**src/rtl/pi_link_pkg.sv**
```systemverilog
// Shared link constants, FSM state encoding and the audio byte ordering for pi_link_master.
package pi_link_pkg;

   localparam logic [2:0] LINK_IDLE  = 3'd0;
   localparam logic [2:0] LINK_PORT  = 3'd1;
   localparam logic [2:0] LINK_CD    = 3'd2;
   localparam logic [2:0] LINK_AUDIO = 3'd3;
   localparam logic [2:0] LINK_MOUSE = 3'd4;

   localparam int AUDIO_FRAME_BYTES = 6;

   typedef enum logic [2:0] {
      IDLE,
      PORT_WAIT,
      PORT_POP,
      AUDIO,
      MOUSE,
      CD
   } state_t;

   // Frame order on DI: right MSB, right LSB, left MSB, left LSB, two pad bytes.
   function automatic logic [7:0] audio_byte(input logic [15:0] l, input logic [15:0] r,
                                             input logic [2:0] idx);
      logic [7:0] b;
      case (idx)
         3'd0:    b = r[15:8];
         3'd1:    b = r[7:0];
         3'd2:    b = l[15:8];
         3'd3:    b = l[7:0];
         default: b = 8'h00;
      endcase
      return b;
   endfunction

endpackage

```
**src/rtl/pi_link_strobe.sv**
```systemverilog
// Free-running link strobe divider: link_clk toggles every CLK_DIV clk cycles and
// rise_en_o / fall_en_o flag the clk cycle whose edge moves link_clk.
module pi_link_strobe #(
   parameter int CLK_DIV = 4
) (
   input  logic clk,
   input  logic rst_n,
   output logic link_clk_o,
   output logic rise_en_o,
   output logic fall_en_o
);

   localparam int            CW      = (CLK_DIV > 1) ? $clog2(CLK_DIV) : 1;
   localparam logic [CW-1:0] CNT_MAX = CW'(CLK_DIV - 1);

   logic [CW-1:0] cnt_q;
   logic          link_clk_q;
   logic          tick;

   assign tick       = (cnt_q == CNT_MAX);
   assign rise_en_o  = tick & ~link_clk_q;
   assign fall_en_o  = tick & link_clk_q;
   assign link_clk_o = link_clk_q;

   always_ff @(posedge clk or negedge rst_n) begin
      if (!rst_n) begin
         cnt_q      <= '0;
         link_clk_q <= 1'b0;
      end else if (tick) begin
         cnt_q      <= '0;
         link_clk_q <= ~link_clk_q;
      end else begin
         cnt_q <= cnt_q + CW'(1);
      end
   end

endmodule

```
**src/rtl/pi_link_master.sv**
```systemverilog
// Host-side initiator of the FPGA<->Pi GPIO link: port pops, audio frames, mouse and CD writes.
// Define LINK_STATS_EN to add the stat_port_cnt / stat_audio_cnt / stat_underrun counters.
module pi_link_master
   import pi_link_pkg::*;
#(
   parameter int CLK_DIV      = 4,
   parameter int CD_BURST_MAX = 512,
   parameter int SYNC_STAGES  = 2
) (
   input  logic        clk,
   input  logic        rst_n,
   output logic        link_clk,
   output logic [2:0]  link_state,
   output logic [7:0]  link_di,
   input  logic [7:0]  link_do,
   input  logic        fpga_tx_req,
   input  logic        fpga_rx_req,
   output logic [7:0]  port_data,
   output logic        port_valid,
   input  logic        port_ready,
   input  logic [15:0] aud_l,
   input  logic [15:0] aud_r,
   input  logic        aud_valid,
   output logic        aud_ready,
   input  logic [7:0]  mouse_data,
   input  logic        mouse_valid,
   output logic        mouse_ready,
   input  logic [7:0]  cd_data,
   input  logic        cd_valid,
   output logic        cd_ready,
   output logic        busy
`ifdef LINK_STATS_EN
   ,
   output logic [31:0] stat_port_cnt,
   output logic [31:0] stat_audio_cnt,
   output logic [15:0] stat_underrun
`endif
);

   localparam int             CDW       = $clog2(CD_BURST_MAX + 1);
   localparam logic [CDW-1:0] CD_MAX    = CDW'(CD_BURST_MAX);
   localparam logic [2:0]     AUD_LAST  = 3'(AUDIO_FRAME_BYTES - 1);

   logic rise_en;
   logic fall_en;

   pi_link_strobe #(.CLK_DIV(CLK_DIV)) u_strobe (
      .clk        (clk),
      .rst_n      (rst_n),
      .link_clk_o (link_clk),
      .rise_en_o  (rise_en),
      .fall_en_o  (fall_en)
   );

   logic [SYNC_STAGES-1:0] tx_sync_q;
   logic [SYNC_STAGES-1:0] rx_sync_q;
   logic                   tx_s;
   logic                   rx_s;

   always_ff @(posedge clk or negedge rst_n) begin
      if (!rst_n) begin
         tx_sync_q <= '0;
         rx_sync_q <= '0;
      end else begin
         tx_sync_q[0] <= fpga_tx_req;
         rx_sync_q[0] <= fpga_rx_req;
         for (int i = 1; i < SYNC_STAGES; i++) begin
            tx_sync_q[i] <= tx_sync_q[i-1];
            rx_sync_q[i] <= rx_sync_q[i-1];
         end
      end
   end

   assign tx_s = tx_sync_q[SYNC_STAGES-1];
   assign rx_s = rx_sync_q[SYNC_STAGES-1];

   state_t         state_q;
   logic           armed_q;
   logic [2:0]     link_state_q;
   logic [7:0]     link_di_q;
   logic [7:0]     port_data_q;
   logic           port_valid_q;
   logic           aud_ready_q;
   logic           mouse_ready_q;
   logic           cd_ready_q;
   logic           busy_q;
   logic [15:0]    aud_l_q;
   logic [15:0]    aud_r_q;
   logic [2:0]     aud_idx_q;
   logic [CDW-1:0] cd_cnt_q;
   logic           aud_req;

   assign aud_req = aud_valid & rx_s;

   // NOTE: every register here uses <= so all branches see the pre-edge values; the
   // accept pulses are cleared at the top so each is high for exactly one cycle.
   always_ff @(posedge clk or negedge rst_n) begin
      if (!rst_n) begin
         state_q       <= IDLE;
         armed_q       <= 1'b0;
         link_state_q  <= LINK_IDLE;
         link_di_q     <= 8'h00;
         port_data_q   <= 8'h00;
         port_valid_q  <= 1'b0;
         aud_ready_q   <= 1'b0;
         mouse_ready_q <= 1'b0;
         cd_ready_q    <= 1'b0;
         busy_q        <= 1'b0;
         aud_l_q       <= 16'h0000;
         aud_r_q       <= 16'h0000;
         aud_idx_q     <= 3'd0;
         cd_cnt_q      <= '0;
      end else begin
         aud_ready_q   <= 1'b0;
         mouse_ready_q <= 1'b0;
         cd_ready_q    <= 1'b0;

         if (port_valid_q && port_ready) port_valid_q <= 1'b0;

         // The card re-arms only after sampling state 0 on a rising edge.
         if (rise_en && state_q == IDLE) armed_q <= 1'b1;

         if (fall_en) begin
            unique case (state_q)
               IDLE: begin
                  if (armed_q) begin
                     if (aud_req) begin
                        state_q      <= AUDIO;
                        busy_q       <= 1'b1;
                        armed_q      <= 1'b0;
                        link_state_q <= LINK_AUDIO;
                        link_di_q    <= audio_byte(aud_l, aud_r, 3'd0);
                        aud_l_q      <= aud_l;
                        aud_r_q      <= aud_r;
                        aud_idx_q    <= 3'd0;
                        aud_ready_q  <= 1'b1;
                     end else if (tx_s) begin
                        state_q      <= PORT_WAIT;
                        busy_q       <= 1'b1;
                        armed_q      <= 1'b0;
                        port_data_q  <= link_do;
                        port_valid_q <= 1'b1;
                     end else if (mouse_valid) begin
                        state_q       <= MOUSE;
                        busy_q        <= 1'b1;
                        armed_q       <= 1'b0;
                        link_state_q  <= LINK_MOUSE;
                        link_di_q     <= mouse_data;
                        mouse_ready_q <= 1'b1;
                     end else if (cd_valid) begin
                        state_q      <= CD;
                        busy_q       <= 1'b1;
                        armed_q      <= 1'b0;
                        link_state_q <= LINK_CD;
                        link_di_q    <= cd_data;
                        cd_ready_q   <= 1'b1;
                        cd_cnt_q     <= CDW'(1);
                     end
                  end
               end
               PORT_WAIT: begin
                  if (!port_valid_q) begin
                     state_q      <= PORT_POP;
                     link_state_q <= LINK_PORT;
                  end
               end
               AUDIO: begin
                  if (aud_idx_q == AUD_LAST) begin
                     state_q      <= IDLE;
                     busy_q       <= 1'b0;
                     link_state_q <= LINK_IDLE;
                     link_di_q    <= 8'h00;
                  end else begin
                     aud_idx_q <= aud_idx_q + 3'd1;
                     link_di_q <= audio_byte(aud_l_q, aud_r_q, aud_idx_q + 3'd1);
                  end
               end
               CD: begin
                  if (aud_req || cd_cnt_q == CD_MAX || !cd_valid) begin
                     state_q      <= IDLE;
                     busy_q       <= 1'b0;
                     link_state_q <= LINK_IDLE;
                     link_di_q    <= 8'h00;
                  end else begin
                     link_di_q  <= cd_data;
                     cd_ready_q <= 1'b1;
                     cd_cnt_q   <= cd_cnt_q + CDW'(1);
                  end
               end
               default: begin
                  // PORT_POP and MOUSE hold their link state for a single rising edge.
                  state_q      <= IDLE;
                  busy_q       <= 1'b0;
                  link_state_q <= LINK_IDLE;
                  link_di_q    <= 8'h00;
               end
            endcase
         end
      end
   end

   assign link_state  = link_state_q;
   assign link_di     = link_di_q;
   assign port_data   = port_data_q;
   assign port_valid  = port_valid_q;
   assign aud_ready   = aud_ready_q;
   assign mouse_ready = mouse_ready_q;
   assign cd_ready    = cd_ready_q;
   assign busy        = busy_q;

`ifdef LINK_STATS_EN
   logic [31:0] stat_port_cnt_q;
   logic [31:0] stat_audio_cnt_q;
   logic [15:0] stat_underrun_q;

   always_ff @(posedge clk or negedge rst_n) begin
      if (!rst_n) begin
         stat_port_cnt_q  <= 32'd0;
         stat_audio_cnt_q <= 32'd0;
         stat_underrun_q  <= 16'd0;
      end else begin
         if (fall_en && state_q == PORT_POP) stat_port_cnt_q <= stat_port_cnt_q + 32'd1;
         if (fall_en && state_q == AUDIO && aud_idx_q == AUD_LAST)
            stat_audio_cnt_q <= stat_audio_cnt_q + 32'd1;
         if (rise_en && rx_s && !aud_valid && stat_underrun_q != 16'hFFFF)
            stat_underrun_q <= stat_underrun_q + 16'd1;
      end
   end

   assign stat_port_cnt  = stat_port_cnt_q;
   assign stat_audio_cnt = stat_audio_cnt_q;
   assign stat_underrun  = stat_underrun_q;
`endif

endmodule

```
**config.mk**
```make
export PLATFORM = sky130hd
export DESIGN_NAME = pi_link_master
export DESIGN_NICKNAME = d
export VERILOG_FILES = /design/src/rtl/pi_link_pkg.sv /design/src/rtl/pi_link_strobe.sv /design/src/rtl/pi_link_master.sv
export SDC_FILE = /design/constraint.sdc
export NUM_CORES = 1
export LEC_CHECK = 0
export ABC_AREA = 1
export CAP_MARGIN = 10
export CORE_ASPECT_RATIO = 0.6
export CORE_MARGIN = 2
export CORE_UTILIZATION = 47
export DETAILED_ROUTE_END_ITERATION = 8
export DONT_BUFFER_PORTS = 1
export SYNTH_ARGS = -nofsm -noshare
export SYNTH_HDL_FRONTEND = slang
export SYNTH_HIERARCHICAL = 1
export SYNTH_SLANG_ARGS = --single-unit
```
**constraint.sdc**
```tcl
create_clock -name clk -period 1.7 [get_ports clk]
set_input_delay 0.17 -clock clk [delete_from_list [all_inputs] [get_ports clk]]
set_output_delay 0.17 -clock clk [all_outputs]
set_load 0.1 [all_outputs]
```
# [Yosys cells after proc, flatten, opt, wreduce, memory -nomap -nowiden]
# Index checks and enable logic that the tools add are counted.
[totals] reg_bits=80 latchBits=0 ram_bits=0 romBits=0 inputBits=64 out_inout_bits=25 elab_cells=144 n_memories=0
[op_classes] add_sub_neg=3 mul=0 n_div=0 magnitude_cmp=0 n_eq_ne=23 n_shift=0 n_mux=77 bitwise_logic=6 n_reduce_logical=17
[op_table] cell="case mux 8 bit (4 select lines)" n=2
[op_table] cell="two-way mux 10 bit" n=6
[op_table] cell="two-way mux 8 bit" n=7
[op_table] cell="two-way mux 3 bit" n=17
[op_table] cell="two-way mux 1 bit" n=38
[op_table] cell="case mux 3 bit (4 select lines)" n=2
[op_table] cell="inequality test 2 bit (second input constant)" n=11
[op_table] cell="case mux 10 bit (2 select lines)" n=1
[op_table] cell="AND reduction 5 bit" n=3
[op_table] cell="AND reduction 6 bit" n=2
[op_table] cell="adder 10 x 1 -> 10 bit (second input constant)" n=1
[op_table] cell="equality test 10 bit (second input constant)" n=1
[op_table] cell="equality test 3 x 2 -> 1 bit (second input constant)" n=3
[op_table] cell="AND reduction 8 bit" n=1
[op_table] cell="AND reduction 7 bit" n=1
[op_table] cell="equality test 3 x 1 -> 1 bit (second input constant)" n=2
[op_table] cell="equality test 3 bit (second input constant)" n=2
[op_table] cell="zero test 3 bit" n=2
[op_table] cell="case mux 3 bit (2 select lines)" n=1
[op_table] cell="inequality test 5 bit (second input constant)" n=1
[op_table] cell="inequality test 4 bit (second input constant)" n=1
[op_table] cell="case mux 1 bit (4 select lines)" n=1
[op_table] cell="AND reduction 4 bit" n=1
[op_table] cell="nonzero test 2 bit" n=2
[op_table] cell="11 further kinds" n=17

# [Longest topological paths before layout]
# Gate-level depths: netlist (run 1).
[depth] word_depth=11 mapped_depth=13 depth_no_buf=12

# [By module]
# Netlist (run 1), hierarchy kept.
[modules_own_cells] module="pi_link_master" instances=1 cells_each=515 area_each_um2=4111.4 seq_area_each_um2=1926.8
[modules_own_cells] module="pi_link_strobe" instances=1 cells_each=13 area_each_um2=121.4 seq_area_each_um2=75.1

# [Worst setup path before layout (run 1)]
# Ideal clock, no wire load.
[synth_timing] kind="register to register" from="reg u_strobe.link_clk_q (netlist: u_strobe/link_clk_o)" to="reg port_data_q[0] (netlist: port_data[0])" setup_time_ns=0.126 t_arrival_ns=1.974 required_ns=1.574 path_slack_ns=-0.400 path_stages_with_launch=7 path_buffers=0 period_less_slack_ns=2.100 cell_sequence="dfrtp_1 -> nand2_1 -> inv_1 -> nand2_2 -> nor2_1 -> nand3_2 -> mux2_2"
[synth_between] elab_chain_len=2
[synth_rtl] item="start, declared" line="pi_link_strobe.sv:17" text="logic link_clk_q;"
[synth_rtl] item="start signal, assigned" line="pi_link_strobe.sv:31" text="link_clk_q <= ~link_clk_q;"
[synth_rtl] item="AND 1 bit" line="pi_link_strobe.sv:22" text="assign fall_en_o = tick & link_clk_q;"
[synth_rtl] item="net fall_en" line="pi_link_master.sv:45" text="logic fall_en;"
[synth_rtl] item="AND reduction 5 bit (no line)"
[synth_rtl] item="end signal, assigned" line="pi_link_master.sv:141" text="port_data_q <= link_do;"
[synth_rtl] item="end, declared" line="pi_link_master.sv:81" text="logic [7:0] port_data_q;"
# The timed path passes the listed nets, and every way through them passes these cells.
# A chain may end at the register's enable or synchronous reset.

# [Final worst setup path (run 1)]
[layout_timing] from="reg cd_cnt_q[0]" to="reg link_di_q[1] (netlist: link_di[1])"
[layout_between] elab_chain_len=5
[layout_rtl] item="start, declared" line="pi_link_master.sv:90" text="logic [CDW-1:0] cd_cnt_q;"
[layout_rtl] item="start signal, assigned" line="pi_link_master.sv:187" text="cd_cnt_q <= cd_cnt_q + CDW'(1);"
[layout_rtl] item="equality test 10 bit" line="pi_link_master.sv:179" text="if (aud_req || cd_cnt_q == CD_MAX || !cd_valid) begin"
[layout_rtl] item="logical OR 1 bit (2 in a row)" line="pi_link_master.sv:179"
[layout_rtl] item="two-way mux 8 bit" line="pi_link_master.sv:179"
[layout_rtl] item="case mux 8 bit (4 select lines)" line="pi_link_master.sv:124" text="unique case (state_q)"
[layout_rtl] item="end signal, assigned" line="pi_link_master.sv:132" text="link_di_q <= audio_byte(aud_l, aud_r, 3'd0);"
[layout_rtl] item="end signal, assigned" line="pi_link_master.sv:175" text="link_di_q <= audio_byte(aud_l_q, aud_r_q, aud_idx_q + 3'd1);"
[layout_rtl] item="end signal, assigned" line="pi_link_master.sv:185" text="link_di_q <= cd_data;"
[layout_rtl] item="end, declared" line="pi_link_master.sv:80" text="logic [7:0] link_di_q;"
# Every way passes these cells.

==> results.toml, run 1 <==
[outcome]
violations_in_the_final_reports = "hold timing"
result_of_the_run = "finished with violations"

[timing]
finalSetupViolCount = 0
fin_worst_hold_slack_ns = -0.477
final_max_slew_viol_count = 0
rsz0062_at_grt = "yes"
slew-limit-headroom = 0.782
final-hold-violation-count = 80
achievable-frequency_ghz = 0.628
tightestPinTransition_ns = 0.325
min_period_over_period = 0.936
fin_worst_skew_ns = 0.00403
layout_min_cycle_time_ns = 1.59

[global_routing]
antenna_found_initial = 0
vias_in_the_first_global_route = 3521
globalRouteOverflowTotal = 0
global_route.usage.total = 0.233
grt_max_degree = 81
grt_pass1_wl_microns = 17800

[synth]
synth_cell_type_count = 36
yosysWarningCount = 6
syn-num-nets = 600
synthDominantCellAreaShare = 0.473
edff_count_synth = 0
synth_seq_area_share = 0.473
yosys_register_bits = 80
postSynth.topFlopCell = "dfrtp_1"
avgSynthCellArea_sq_um = 8.02
synth_async_sr_flop_share = 1.00
yosys-top-cells-area = "dfrtp_1 47%, nand2_1 19%, nand3_1 5.9%"
syn-instance-count = 528
netlist_area_sq_um = 4230
yosysTopAreaCell = "dfrtp_1"

[place]
buffer_ports.inserted = 0
dp_cells = 675
globalplace.congestion = 0.860
dpl_wire_length_microns = 7730

[clocking]
h-tree-depth = 3
max-clock-path-buffers = 2
tritoncts = "yes"
cts_hold_buf = 36
clk_pin_slew_ns = 0.06
insertion_delay_ns = 0.34
clock_sink_count = 80
cts.root.buffer_cell = "clkbuf_16"
cts_inserted_buffers = 9

[cells_and_area]
num-nets-final = 685
num-fill-cells = 762
final_common_cell = "nand2_1"
layout_common_cells = "215 x nand2_1, 78 x dfrtp_1, 49 x nand3_1"
multi_input_comb_area_sq_um = 2020
layout.area.seq_sq_um = 2010
layout.cells.non_filler = 728
synthesis_to_finish_area_growth_pct = 28.8
layout-drive-gt1-share = 0.213
antenna_cells = 0

[routing]
viasPerCell = 5.08
routed_wl_microns = 10900
post_drt_wl_per_cell_microns = 14.9
routed-via-count = 3695
m1WireLength_microns = 5390
drc = 0
highest_layer_used_for_signal_routing = "met4"
drtAntennaViolNets = 0
drtIter0Drc = 324
detailroute.wirelength.met2_microns = 4420
drt_pre_antenna_iters = 5
met3_length_microns = 921

[critical_path]
timing.critical_path.arrival_ns = 1.83
worstPathMaxFanout = 7
setup.worst_path.start_class = "flop"
worstSetupPathType = "reg -> reg"
endpoint_kind = "flop"
timing.critical_path.required_ns = 1.94
r2r_start = "cd_cnt_q[0]"
worstSetupStartpoint = "cd_cnt_q[0]"

[power_and_ir_drop]
p_total_mw = 8.50
power-per-cell-area_nw_per_um2 = 1560
p_leak_nw = 2.85
irDropWorstVdd_uv = 775

[die]
floorplan.die_area_sq_um = 9810
chipWidth_microns = 127
num_rows = 26
die_y_microns = 77.5
placeableCoreArea_sq_um = 8620
ioPinCount = 89
starting_utilization_of_the_core_area = 0.491

[run]
drv_cap = 0

[worst_hold_path]
timing.hold.worst.class = "in -> async"
[kinds of logic after synthesis]
kind of cell	after synthesis	share of synthesized area
muxes	8	0.0213
adders and majority gates	8	0.0236
buffers and inverters	61	0.0638
DFF	80	0.473
xor gates and xnor gates	4	0.00828
AOI/OAI and AO/OA	40	0.0603
and+or+nand+nor	327	0.350
[worst max-delay path, stage by stage, from the launching register on]
cell,delay (ns)
dfrtp_1,0.38
inv_2,0.06
ha_1,0.13
nand2_1,0.06
nor2_2,0.10
nand3_2,0.14
buf_6,0.17
nand3_2,0.06
nand2_2,0.08
nor2_2,0.11
nand2_1,0.07
nand2_1,0.06
nand2_1,0.05
[report_power, final]
group | total (mW) | internal (mW) | switching, mW
Clock | 2.05 | 1.30 | 0.746
Combinational | 3.59 | 1.02 | 2.57
Sequential | 2.86 | 2.45 | 0.408
[registers in the layout, indices dropped and copies added (netlist names), 3 cells and up]
| signal | flops |
|---|---|
| cd_cnt_q | 10 |
| aud_l_q | 16 |
| aud_idx_q | 3 |
| state_q | 3 |
| aud_r_q | 16 |
| link_di | 8 |
| port_data | 8 |
| link_state | 3 |
[path summary, 6_finish.rpt]
check                                 endpoint  slack [ns]  cells past startpoint
min in group clk                   aud_r_q[12]        0.01                      2
setup reg to reg                    link_di[1]        0.11                     12
max in group asynchronous  u_strobe/link_clk_o        2.00                      0
setup / recovery                    link_di[1]        0.11                     12
hold reg to reg                   tx_sync_q[1]        0.35                      0
hold / removal                      aud_r_q[6]       -0.48                      0
[per-stage QoR]
stage                     area, sq um  setup TNS, ns  worst slack [ns]  utilization
after CTS                        5350              0            0.0113        0.621
final                            5450              0             0.109        0.632
after global routing             5450        -0.0790           -0.0452        0.632
after floorplan                  4240              0          0.000166            -
after detailed placement         4670              0           0.00512        0.542
after global placement           4670              0            0.0457        0.542
[final cells by class]
type,count,share of cell area
clock buffer,10,0.0438
clock inverter,4,0.0129
inverter,46,0.0326
multi-input combinational,387,0.371
sequential,80,0.368
tap,112,0.0257
timing repair buffer,89,0.146
[per-layer routing]
metal | vias to the layer above | GRT usage
met2 | 133 | 0.321
met3 | 16 | 0.0766
li1 | 1840 | -
met1 | 1706 | 0.352
met4 | 0 | 0.0538
met5 | - | 0
[Yosys cell counts, types with 4 or more instances]
cell     number
inv_1        40
nand2_1     217
dfrtp_1      80
o21ai_0      21
mux2_2        8
buf_2         7
ha_1          8
nand4_1       5
nor2_4        4
nand2_2       5
nor2_1       28
xor2_1        4
nand3_1      50
o21ai_2       9
inv_2         4
[what timing repair did]
item                                   CTS  global route
pin swaps                                1            12
setup buffers                            0             5
resized for setup                        2            31
endpoints found under the hold margin  116            80
setup endpoints to repair               10            65
No activity file was read; power rests on OpenSTA's default activity.
==> run 2: changes to the inputs <==
Settings changed: GPL_ROUTABILITY_DRIVEN from default to 1, TNS_END_PERCENT from default to 5.
==> results.toml, run 2 (synthesis results as in run 1) <==
[clocking]
cts_inserted_buffers = 9
clk_pin_slew_ns = 0.06
clock_sink_count = 80
cts.root.buffer_cell = "clkbuf_16"
insertion_delay_ns = 0.34
tritoncts = "yes"
cts_hold_buf = 36
h-tree-depth = 3
max-clock-path-buffers = 2

[timing]
achievable-frequency_ghz = 0.625
min_period_over_period = 0.942
tightestPinTransition_ns = 0.325
fin_worst_hold_slack_ns = -0.477
layout_min_cycle_time_ns = 1.60
post-route-worst-setup-slack_ns = 0.0987
finalSetupViolCount = 0
rsz0062_at_grt = "yes"
fin_worst_skew_ns = 0.00389
slew-limit-headroom = 0.782
final-hold-violation-count = 80
final_max_slew_viol_count = 0

[cells_and_area]
layout-drive-gt1-share = 0.211
synthesis_to_finish_area_growth_pct = 28.6
multi_input_comb_area_sq_um = 2020
biggestRegsByFlops = "aud_l_q x16, aud_r_q x16, cd_cnt_q x10"
final_common_cell = "nand2_1"
antenna_cells = 0
layout_common_cells = "215 x nand2_1, 78 x dfrtp_1, 49 x nand3_1"
finish.utilization = 0.631
layout.area.seq_sq_um = 2010
num-fill-cells = 761
num-nets-final = 684

[critical_path]
setup.worst_path.start_class = "flop"
worst_stage_delay_on_the_critical_path_ns = 0.38
slowest_stage = "dfrtp_1"
crit_top_cell = "nand2_1"
timing.critical_path.required_ns = 1.94
worstPathMaxFanout = 7
timing.critical_path.cells = "inv_2 -> ha_1 -> nand2_1 -> nor2_2 -> nand3_2 -> buf_6 -> nand3_2 -> nand2_2 -> nor2_2 -> nand2_1 -> nand2_1 -> nand2_1"
timing.critical_path.arrival_ns = 1.84
endpoint_kind = "flop"
worstSetupPathType = "reg -> reg"

[routing]
detailroute.wirelength.met2_microns = 4430
m1WireLength_microns = 5400
viasPerCell = 5.07
drtIter0Drc = 284
routed_wl_microns = 10900
drc = 0
met3_length_microns = 959
post_drt_wl_per_cell_microns = 15.0
drtAntennaViolNets = 0
drt_pre_antenna_iters = 5
routed-via-count = 3689
highest_layer_used_for_signal_routing = "met4"

[power_and_ir_drop]
power-per-cell-area_nw_per_um2 = 1560
irDropWorstVdd_uv = 776
p_leak_nw = 2.84

[global_routing]
global_route.usage.total = 0.233
grt_pass1_wl_microns = 17800
vias_in_the_first_global_route = 3521
grt_max_degree = 81
globalRouteOverflowTotal = 0
antenna_found_initial = 0

[place]
buffer_ports.inserted = 0
dpl_wire_length_microns = 7730
globalplace.congestion = 0.860
dp_worst_setup_slack_ns = 0.00512

[outcome]
violations_in_the_final_reports = "hold timing"
result_of_the_run = "finished with violations"

[die]
ioPinCount = 89
die_y_microns = 77.5
num_rows = 26
starting_utilization_of_the_core_area = 0.491
floorplan.die_area_sq_um = 9810
placeableCoreArea_sq_um = 8620
chipWidth_microns = 127

[worst_hold_path]
timing.hold.worst.class = "in -> async"

[run]
drv_cap = 0
-- run 2: where the power goes --
part / switching (mW) / leakage [nW] / internal (mW)
clock network: 0.751 / 0.154 / 1.30
registers: 0.408 / 1.03 / 2.45
logic: 2.57 / 1.66 / 1.01
total: 3.73 / 2.84 / 4.76
-- run 2: through the flow --
stage          cells  hold slack, ns  area [sq um]  power (mW)  TNS [ns]
2_1_floorplan    528          -0.126          4240        5.41         0
3_3_place_gp     675          -0.124          4670        6.20         0
3_5_place_dp     675          -0.124          4670        6.24         0
4_1_cts          725          -0.485          5350        8.39         0
5_1_grt          727          -0.495          5440        8.94   -0.0860
6_report         727          -0.477          5440        8.49         0
-- run 2: worst paths after layout --
path                              startpoint             endpoint  slack (ns)  depth (start not counted)
max in group asynchronous              rst_n  u_strobe/link_clk_o        2.01                          0
min in group clk                   aud_r[11]          aud_r_q[11]        0.01                          2
worst max-delay path             cd_cnt_q[0]           link_di[1]         0.1                         12
worst max register to register   cd_cnt_q[0]           link_di[1]         0.1                         12
worst min register to register  tx_sync_q[0]         tx_sync_q[1]        0.35                          0
worst min-delay path                   rst_n           aud_r_q[6]       -0.48                          0
-- run 2: final cells by class --
cell class	count	area share
Multi-Input combinational cell	387	0.372
Clock inverter	4	0.0129
Inverter	46	0.0326
Sequential cell	80	0.369
Timing Repair Buffer	88	0.145
Tap cell	112	0.0257
Clock buffer	10	0.0439
-- run 2: worst max-delay path: cells and delay by family (launching register included) --
kind,cells,cell delay (ns)
AND/OR/NAND/NOR,9,0.75
buffers and inverters,2,0.23
flip-flops,1,0.38
adder cells (fa/ha/maj),1,0.13
-- run 2: timing repair --
item / in CTS / in global routing
setup buffers: 0 / 4
gates resized for setup: 2 / 30
endpoints found under the hold margin: 116 / 80
setup endpoints to repair: 10 / 65
pin swaps: 1 / 12
-- run 2: metal layers --
metal	GRT usage	vias to the layer above
met1	0.352	1707
met2	0.321	126
met3	0.0766	16
li1	-	1840
met5	0	-
met4	0.0538	0
==> run 3: changes to the inputs <==
Settings changed: HOLD_SLACK_MARGIN from default to 0.12, TNS_END_PERCENT 5 to 100.
==> results.toml, run 3 (synthesis results as in run 1) <==
[outcome]
result_of_the_run = "finished with violations"
violations_in_the_final_reports = "hold timing"

[power_and_ir_drop]
netSwitchingFraction = 0.439
p_comb_frac = 0.425
irDropWorstVdd_uv = 778
p_leak_nw = 2.88
power-per-cell-area_nw_per_um2 = 1540
seq_power_share = 0.335
power_frac_clock = 0.241
p_int_mw = 4.79
power.switching_mw = 3.75

[cells_and_area]
biggestRegsByFlops = "aud_l_q x16, aud_r_q x16, cd_cnt_q x10"
synthesis_to_finish_area_growth_pct = 30.9
num-nets-final = 694
layout_common_cells = "215 x nand2_1, 78 x dfrtp_1, 49 x nand3_1"
layout-drive-gt1-share = 0.210
finish.utilization = 0.643
stdcell_area_sq_um = 5540
final_common_cell = "nand2_1"
antenna_cells = 0

[critical_path]
worst_stage_delay_on_the_critical_path_ns = 0.38
slowest_stage = "dfrtp_1"
worst-r2r-setup-slack_ns = 0.10
setup.worst_path.start_class = "flop"
worstSetupPathType = "reg -> reg"
worst_r2r_path_depth = 12
endpoint_kind = "flop"
r2r-end = "link_di[1]"
worstPathMaxFanout = 7
timing.critical_path.cells = "inv_2 -> ha_1 -> nand2_1 -> nor2_2 -> nand3_2 -> buf_6 -> nand3_2 -> nand2_2 -> nor2_2 -> nand2_1 -> nand2_1 -> nand2_1"
timing.critical_path.required_ns = 1.94
crit_top_cell = "nand2_1"
worstSetupStartpoint = "cd_cnt_q[0]"
timing.critical_path.arrival_ns = 1.83
r2r_start = "cd_cnt_q[0]"

[global_routing]
vias_in_the_first_global_route = 3575
global_route.usage.total = 0.237
antenna_found_initial = 0
grt_pass1_wl_microns = 18200
grt_max_degree = 81
globalRouteOverflowTotal = 0

[routing]
routed-via-count = 3745
drt_pre_antenna_iters = 6
viasPerCell = 5.08
drc = 0
routed_wl_microns = 11100
drtIter0Drc = 333
post_drt_wl_per_cell_microns = 15.1
drtAntennaViolNets = 0

[die]
placeableCoreArea_sq_um = 8620
chipWidth_microns = 127
ioPinCount = 89
num_rows = 26
die_y_microns = 77.5
starting_utilization_of_the_core_area = 0.491
floorplan.die_area_sq_um = 9810

[timing]
achievable-frequency_ghz = 0.627
layout_min_cycle_time_ns = 1.60
fin_worst_skew_ns = 0.00462
finalSetupViolCount = 0
final_max_slew_viol_count = 0
fin_worst_hold_slack_ns = -0.480
final-hold-violation-count = 80
min_period_over_period = 0.938
rsz0062_at_grt = "yes"
slew-limit-headroom = 0.781
setup_total_negative_slack_ns = 0
tightestPinTransition_ns = 0.325

[clocking]
clk_pin_slew_ns = 0.06
tritoncts = "yes"
cts.root.buffer_cell = "clkbuf_16"
max-clock-path-buffers = 2
insertion_delay_ns = 0.34
cts_inserted_buffers = 9
cts_hold_buf = 45
clock_sink_count = 80
h-tree-depth = 3

[place]
buffer_ports.inserted = 0
globalplace.congestion = 0.860
placement.cell_area_sq_um = 4670
dpl_wire_length_microns = 7730

[worst_hold_path]
timing.hold.worst.class = "in -> async"

[run]
drv_cap = 0
[run 3: cell types whose count changed in the layout (fill, tap and decap cells not counted)]
cell,delta
o21ai_0,-1
dlygate4sd3_1,+9
buf_4,+1
o21ai_1,+1
[run 3: worst max path at each step]
stage | cells past startpoint | end
3_5_place_dp | 7 | port_data[1]
3_3_place_gp | 11 | link_di[6]
2_1_floorplan | 6 | port_data[0]
4_1_cts | 11 | link_di[7]
5_1_grt | 12 | link_di[0]
6_report | 12 | link_di[1]
[run 3: per-layer routing]
metal | routed length [microns] | GRT usage
met5 | 0 | 0
met4 | 174 | 0.0626
met3 | 909 | 0.0779
met2 | 4480 | 0.324
met1 | 5560 | 0.357
[run 3: per-stage QoR]
stage,instances,worst slack (ns),power (mW)
4_1_cts,734,0.0113,8.40
6_report,737,0.105,8.54
3_5_place_dp,675,0.00512,6.24
3_3_place_gp,675,0.0457,6.20
5_1_grt,737,-0.0468,8.99
2_1_floorplan,528,0.000166,5.41
[run 3: layout make-up]
type | instances | area [sq um]
fillers | 751 | 3080
multi-input cells | 387 | 2020
flip-flops and latches | 80 | 2010
repair buffers | 98 | 885
clock buffers | 10 | 239
inverters | 46 | 178
well taps | 112 | 140
clock inverters | 4 | 70.1
[run 3: what timing repair did]
| item | 4_1_cts | 5_1_grt |
|---|---|---|
| endpoints found under the setup margin | 10 | 66 |
| pin swaps | 1 | 12 |
| setup buffers | 0 | 5 |
| gates resized for setup | 2 | 31 |
| endpoints found under the hold margin | 126 | 80 |
[run 3: power groups by stage]
| stage | clock [mW] | sequential (mW) | combinational [mW] |
|---|---|---|---|
| 3_3_place_gp | 0 | 2.85 | 3.35 |
| 2_1_floorplan | 0 | 4.10 | 1.31 |
| 6_report | 2.06 | 2.86 | 3.63 |
| 3_5_place_dp | 0 | 2.86 | 3.38 |
| 5_1_grt | 2.17 | 2.92 | 3.90 |
| 4_1_cts | 2.09 | 2.84 | 3.47 |
[run 3: worst max-delay path, delay by kind of cell (launching register included)]
family,cells,cell delay (ns)
adder cells (fa/ha/maj),1,0.13
flip-flops,1,0.38
AND/OR/NAND/NOR,9,0.73
buffers and inverters,2,0.23
